--- config.mk ---
export PLATFORM = sky130hd
export DESIGN_NAME = ifid_idex_pipe_regs
export DESIGN_NICKNAME = d
export VERILOG_FILES = /design/src/rtl/ifid_idex_pipe_regs_pkg.sv /design/src/rtl/ifid_idex_pipe_regs_pipe_reg.sv /design/src/rtl/ifid_idex_pipe_regs.sv
export SDC_FILE = /design/constraint.sdc
export NUM_CORES = 1
export LEC_CHECK = 0
export CAP_MARGIN = 20
export CELL_PAD_IN_SITES_DETAIL_PLACEMENT = 0
export CELL_PAD_IN_SITES_GLOBAL_PLACEMENT = 1
export CORE_MARGIN = 5
export CORE_UTILIZATION = 30
export CTS_CLUSTER_SIZE = 14
export DETAILED_ROUTE_END_ITERATION = 10
export PLACE_DENSITY_LB_ADDON = 0.1
export SLEW_MARGIN = 0
export SYNTH_ARGS = -nofsm -noshare
export SYNTH_HDL_FRONTEND = slang
export SYNTH_SLANG_ARGS = --single-unit
--- constraint.sdc ---
create_clock -name clk -period 7.35 [get_ports clk]
set_clock_uncertainty 0.2 [all_clocks]
set_input_delay 1.1025 -clock clk [delete_from_list [all_inputs] [get_ports clk]]
set_output_delay 1.1025 -clock clk [all_outputs]
set_load 0.05 [all_outputs]
--- src/rtl/ifid_idex_pipe_regs_pkg.sv ---
// Shared constants, state encodings and stage bundles for the IF/ID and ID/EX registers.
package ifid_idex_pipe_regs_pkg;

    localparam logic [31:0] BUBBLE_IR_DEF = 32'h0000_0000;
    localparam logic [31:0] RESET_PC_DEF  = 32'h0000_3000;

    typedef enum logic [1:0] {
        ST_RUN   = 2'd0,
        ST_LDUSE = 2'd1,
        ST_HOLD  = 2'd2
    } stall_state_t;

    localparam logic [5:0] OP_SPECIAL = 6'h00;
    localparam logic [5:0] OP_ORI     = 6'h0d;
    localparam logic [5:0] OP_LW      = 6'h23;
    localparam logic [5:0] FN_ADDU    = 6'h21;

    typedef struct packed {
        logic [31:0] pc;
        logic [31:0] ir;
    } if_id_t;

    typedef struct packed {
        logic [31:0] ir;
        logic [31:0] pc;
        logic [31:0] rs;
        logic [31:0] rt;
        logic [31:0] imm;
    } id_ex_t;

    function automatic logic [31:0] sat_inc(input logic [31:0] v);
        return (&v) ? v : v + 32'd1;
    endfunction

endpackage

--- src/rtl/ifid_idex_pipe_regs_pipe_reg.sv ---
// Width-parameterised pipeline register: async reset, synchronous clear, load enable.
module pipe_reg #(
    parameter int         W       = 32,
    parameter logic [W-1:0] RST_VAL = '0
) (
    input  logic         clk,
    input  logic         reset,
    input  logic         en,
    input  logic         clr,
    input  logic [W-1:0] clr_value,
    input  logic [W-1:0] d,
    output logic [W-1:0] q
);

    always_ff @(posedge clk or posedge reset) begin
        if (reset)
            q <= RST_VAL;
        else if (clr)
            q <= clr_value;
        else if (en)
            q <= d;
    end

endmodule

--- src/rtl/ifid_idex_pipe_regs.sv ---
// IF/ID and ID/EX pipeline registers with load-use bubble, hold and flush sequencing.
// Optional perf counters (bubble_cnt, hold_cnt) when PIPE_PERF_CNT_EN is defined.
module ifid_idex_pipe_regs
    import ifid_idex_pipe_regs_pkg::*;
#(
    parameter logic [31:0] RESET_PC  = RESET_PC_DEF,
    parameter logic [31:0] BUBBLE_IR = BUBBLE_IR_DEF
) (
    input  logic        clk,
    input  logic        reset,
    input  logic [31:0] if_pc,
    input  logic [31:0] if_ir,
    input  logic [31:0] id_rs_data,
    input  logic [31:0] id_rt_data,
    input  logic [31:0] id_ext_imm,
    input  logic        nop,
    input  logic        hold,
    input  logic        exc_flush,
    output logic        pc_en,
    output logic [31:0] IFID_IR,
    output logic [31:0] IFID_PC,
    output logic [31:0] IDEX_IR,
    output logic [31:0] IDEX_PC,
    output logic [31:0] IDEX_RS,
    output logic [31:0] IDEX_RT,
    output logic [31:0] IDEX_IMM,
    output logic [1:0]  stall_state
`ifdef PIPE_PERF_CNT_EN
    ,
    output logic [31:0] bubble_cnt,
    output logic [31:0] hold_cnt
`endif
);

    localparam if_id_t IFID_RST = '{pc: RESET_PC, ir: BUBBLE_IR};
    localparam id_ex_t IDEX_RST = '{
        ir: BUBBLE_IR, pc: RESET_PC, rs: 32'd0, rt: 32'd0, imm: 32'd0
    };

    if_id_t       ifid_d, ifid_q;
    id_ex_t       idex_d, idex_q;
    stall_state_t state;
    logic         advance;

    assign advance = ~hold & ~nop;
    assign pc_en   = (~hold & ~(nop & ~exc_flush)) | exc_flush;

    always_comb begin
        ifid_d = '{pc: if_pc, ir: if_ir};
        idex_d = '{
            ir: ifid_q.ir, pc: ifid_q.pc,
            rs: id_rs_data, rt: id_rt_data, imm: id_ext_imm
        };
        // Bubble keeps the PC so the slot still traces back to its fetch address
        if (nop)
            idex_d = '{
                ir: BUBBLE_IR, pc: ifid_q.pc,
                rs: 32'd0, rt: 32'd0, imm: 32'd0
            };
    end

    pipe_reg #(.W($bits(if_id_t)), .RST_VAL(IFID_RST)) u_ifid (
        .clk       (clk),
        .reset     (reset),
        .en        (advance),
        .clr       (exc_flush),
        .clr_value (IFID_RST),
        .d         (ifid_d),
        .q         (ifid_q)
    );

    pipe_reg #(.W($bits(id_ex_t)), .RST_VAL(IDEX_RST)) u_idex (
        .clk       (clk),
        .reset     (reset),
        .en        (~hold),
        .clr       (exc_flush),
        .clr_value (IDEX_RST),
        .d         (idex_d),
        .q         (idex_q)
    );

    always_ff @(posedge clk or posedge reset) begin
        if (reset)
            state <= ST_RUN;
        else if (exc_flush)
            state <= ST_RUN;
        else if (hold)
            state <= ST_HOLD;
        else if (nop)
            state <= ST_LDUSE;
        else
            state <= ST_RUN;
    end

    assign stall_state = state;
    assign IFID_IR     = ifid_q.ir;
    assign IFID_PC     = ifid_q.pc;
    assign IDEX_IR     = idex_q.ir;
    assign IDEX_PC     = idex_q.pc;
    assign IDEX_RS     = idex_q.rs;
    assign IDEX_RT     = idex_q.rt;
    assign IDEX_IMM    = idex_q.imm;

`ifdef PIPE_PERF_CNT_EN
    always_ff @(posedge clk or posedge reset) begin
        if (reset) begin
            bubble_cnt <= 32'd0;
            hold_cnt   <= 32'd0;
        end else if (exc_flush) begin
            bubble_cnt <= 32'd0;
            hold_cnt   <= 32'd0;
        end else if (hold) begin
            hold_cnt <= sat_inc(hold_cnt);
        end else if (nop) begin
            bubble_cnt <= sat_inc(bubble_cnt);
        end
    end
`endif

endmodule

Word level (Yosys, flattened, before mapping)
Cells that the tools add are included.
W data, S select, Z words.

cells by class
  equal/unequal tests = 1
  multiplexer cells = 8
  bitwise gates (word level) = 8
  reduce and logical (&&, ||, !) cells = 1

operators with widths
  cell                  number
  $mux W160             3
  $mux W64              2
  $mux W2               2
  $not A1 Y1            4
  $and A1 B1 Y1         3
  $ne A2 B1 Y1 const B  1
  $reduce_bool A2 Y1    1
  $mux W1               1
  $or A1 B1 Y1          1

storage, ports and cells
  bits in registers = 226
  input bits = 165
  output and inout port bits = 227
  word-level logic and storage cells = 21

Longest topological paths before layout
  word-level depth = 5
  gate-level depth with buffers = 5
  gate-level depth less buffers = 2

Cells and area by module
From an unflattened synthesis, not the netlist that was laid out.

second synthesis, totals
  cell total of the unflattened synthesis = 1124
  area, all modules = 11303.3 um^2

modules (own cells, without submodules)
  module               instances  cells an instance  area an instance (um^2)  sequential area each (um^2)
  pipe_reg at u_idex   1          694                7365.8                   4006.3
  pipe_reg at u_ifid   1          278                2974.1                   1604.0
  ifid_idex_pipe_regs  1          152                963.4                    50.0

Worst setup path before layout
OpenSTA, ideal clock, no wires.

  kind = input to output
  from = input port nop
  to = output port pc_en
  arrival = 1.924 ns
  data required time = 6.048 ns
  slack = 4.124 ns
  cell stages on the path = 5
  buffers on the path = 3
  cell sequence = buf_6 -> buf_6 -> buf_6 -> nor2_1 -> or2_2

on the way
  longest elaborated chain between the ends = 4

ends and longest elaborated chain
  what                RTL line                   source
  start: declaration  ifid_idex_pipe_regs.sv:16  input logic nop,
  $and A1 B1 Y1       ifid_idex_pipe_regs.sv:46  assign pc_en = (~hold & ~(nop & ~exc_flush)) | exc_flush;
  $not A1 Y1          ifid_idex_pipe_regs.sv:46
  $and A1 B1 Y1       ifid_idex_pipe_regs.sv:46
  $or A1 B1 Y1        ifid_idex_pipe_regs.sv:46
  end: declaration    ifid_idex_pipe_regs.sv:19  output logic pc_en,

Every way passes these cells.

Worst setup path after layout
  from = input port hold
  to = output port pc_en

on the way
  longest elaborated chain between the ends = 3

ends and longest elaborated chain
  what                RTL line                   source
  start: declaration  ifid_idex_pipe_regs.sv:17  input logic hold,
  $not A1 Y1          -
  $and A1 B1 Y1       ifid_idex_pipe_regs.sv:46
  $or A1 B1 Y1        ifid_idex_pipe_regs.sv:46

Every way passes these cells.

==> flow_summary.json <==
{
  "first_iter_violations": 451,
  "cp.buffers_inverters": 2,
  "hpwl_mm": 21.5,
  "synthesis.nets": 1020,
  "ys_types": 26,
  "critPathArrivalTime_ns": 2.93,
  "path_max_fanout": 139,
  "antenna_found_initial": 3,
  "cp_cell_sequence": "clkbuf_8, nor2_1, or2_2, clkdlybuf4s50_1",
  "slew_viol_final": 0,
  "finalHoldViolations": 0,
  "setup_viol_count_final": 0,
  "final_cell_mix": "388 x clkdlybuf4s50_1, 222 x dfrtp_1, 128 x a21oi_1",
  "mostFrequentLayoutCell": "clkdlybuf4s50_1",
  "ys_warn_count": 0,
  "cpPeakStageDelay_ns": 0.71,
  "status": "finished clean",
  "holdCritPathClass": "flip-flop to flip-flop",
  "power_density_nw_per_um2": 225,
  "die_h_um": 189,
  "first_global_vias": 8240,
  "p_leak_nw": 6.08,
  "drtPass1Iterations": 5,
  "syn_avg_cell_area_um2": 11.3,
  "die_w_um": 189,
  "crit_required_ns": 6.05,
  "syn_inst": 855,
  "vdd_drop_max_mv": 0.170,
  "tightest_slew_ns": 0.947,
  "cts_tree": "yes",
  "fin_crit_ns": 4.23,
  "cts_buffers": 28,
  "fillCellCount": 2956,
  "power_frac_clock_pct": 45.1,
  "power_switching_w": 0.000880,
  "synth_top_area_share_pct": 57.5,
  "pwr-share-seq_pct": 39.5,
  "initial_utilization_pct": 30.5,
  "yosysSeqAreaShare_pct": 58.6,
  "routed_wl_mm": 32.6,
  "ios": 392,
  "holdBufCountCts": 0,
  "num_vias": 8028,
  "clkSlewWorstSetupHoldPaths_ns": 0.06,
  "grt_usage_pct": 17.5,
  "intPower_w": 0.00245,
  "pwr-share-comb_pct": 15.4,
  "portBuffers": 391,
  "path_class": "input pin to output port",
  "switching_share_pct": 26.4,
  "worstSetupEndpointType": "output port",
  "layout.nets": 1362,
  "gp_congestion": 0.700,
  "dieArea_um2": 35900,
  "cts.sinks": 226,
  "maxCapViolCount": 0,
  "syn_area_um2": 9660,
  "grt_max_degree": 140,
  "seq_area_um2": 5660,
  "min_period_over_period_pct": 57.6,
  "fp-row-count": 65,
  "fp.coreArea_um2": 31600,
  "ys_ff_latch": 226,
  "drc": 0,
  "multi_input_area_um2": 3560,
  "grt_setup_unrepaired": "false",
  "insertion_delay_ns": 0.53,
  "synth_largest_area_cell": "dfrtp_1",
  "routed_via_density": 4.95,
  "synth_area_leaders": "dfrtp_1 58%, a21oi_1 6.6%, a32o_1 6.4%",
  "tns_ns": 0,
  "critPathLaunchType": "input pin",
  "grt_overflow": 0,
  "post_cts_resize_count": 0,
  "clock_path_buffers": 3,
  "ff2ff_setup_slack_ns": 6.26,
  "postLayoutCoreUtil_pct": 46.8,
  "crit_slowest_cell": "clkdlybuf4s50_1",
  "wl_per_cell_um": 20.1,
  "ant_nets": 0,
  "slew_headroom_pct": 36.9,
  "cts_root_buffer": "clkbuf_16",
  "cts_setup_buffers": 0,
  "max_freq_ghz": 0.236,
  "cp_top_family": "buffers and inverters",
  "drive_gt1_share_pct": 10.8,
  "grt_pass1_wl_mm": 50.8,
  "layout-area-overhead-vs-synth_pct": 53.3,
  "htree_num_levels": 1
}
kinds of logic after synthesis:
logic type,after synthesis,synth area share [%]
flip-flops,226,58.6
AO/OA/AOI/OAI,258,16.8
AND/OR/NAND/NOR,247,16.8
multiplexers,30,3.11
buffers and inverters,94,4.64
power by group through the flow:
stage | clock network (W) | registers [W] | logic, W
final | 0.00150 | 0.00131 | 0.000513
after global routing | 0.00161 | 0.00132 | 0.000547
after CTS | 0.00155 | 0.00131 | 0.000521
after detailed placement | 0 | 0.00134 | 0.000520
after global placement | 0 | 0.00134 | 0.000517
after floorplan | 0 | 0.00148 | 0.000151
metal layers:
layer / share of wire, % / global-route usage, % / routed length (µm)
met1: 42 / 22.6 / 13700
met4: 2.4 / 4.56 / 782
met2: 46 / 28.0 / 15000
met5: 0.083 / 0 / 27
met3: 9.3 / 6.18 / 3040
cell usage after synthesis:
master and instances:
a211o_1 4, a21oi_1 128, a32o_1 62, and2_1 2, buf_1 7, buf_2 16
buf_4 4, buf_6 7, clkbuf_1 51, clkbuf_2 6, dfrtp_1 222, dfstp_2 4
inv_1 2, inv_2 1, mux2i_1 30, nand2_1 66, nor2_1 31, nor2_2 1
nor2_4 1, nor2b_1 16, nor3_1 1, o21a_1 2, o21ai_0 62, or2_2 1
or3b_1 70, or3b_2 58
worst paths after layout:
kind	start	endpoint	cells past startpoint
max	hold	pc_en	4
min	u_idex.q[12]	u_idex.q[12]	1
max reg2reg	u_idex.q[142]	u_idex.q[142]	2
min reg2reg	u_idex.q[12]	u_idex.q[12]	1
max in group asynchronous	reset	u_idex.q[114]	4
min in group asynchronous	reset	u_ifid.q[9]	2
worst reg2reg max path: stages, from the launching register on:
cell and delay [ns]:
dfrtp_1 0.40, nor2b_1 0.14, a32o_1 0.24
registers in the layout, summed over array words and instances (netlist names):
register	count
u_idex.q	160
u_ifid.q	64
stall_state	2
area by class of cell:
| cell class | instances | share of cell area, % |
|---|---|---|
| Multi-Input combinational cell | 535 | 24.0 |
| Sequential cell | 226 | 38.2 |
| Timing Repair Buffer | 403 | 27.3 |
| Antenna cell | 1 | 0.0169 |
| Clock inverter | 13 | 1.29 |
| Inverter | 3 | 0.101 |
| Tap cell | 402 | 3.40 |
| Clock buffer | 39 | 5.63 |
per-stage QoR:
stage,total power (W),hold WS (ns),instance area [µm²],cells,setup WS (ns)
detailed placement,0.00186,0.281,13800,1568,3.09
floorplan,0.00163,0.526,9660,855,3.10
global placement,0.00185,0.272,13700,1567,3.11
finish,0.00333,0.289,14800,1622,3.12
CTS,0.00339,0.293,14800,1620,3.09
global route,0.00348,0.305,14800,1622,2.97
No activity file was read; power rests on OpenSTA's default activity.
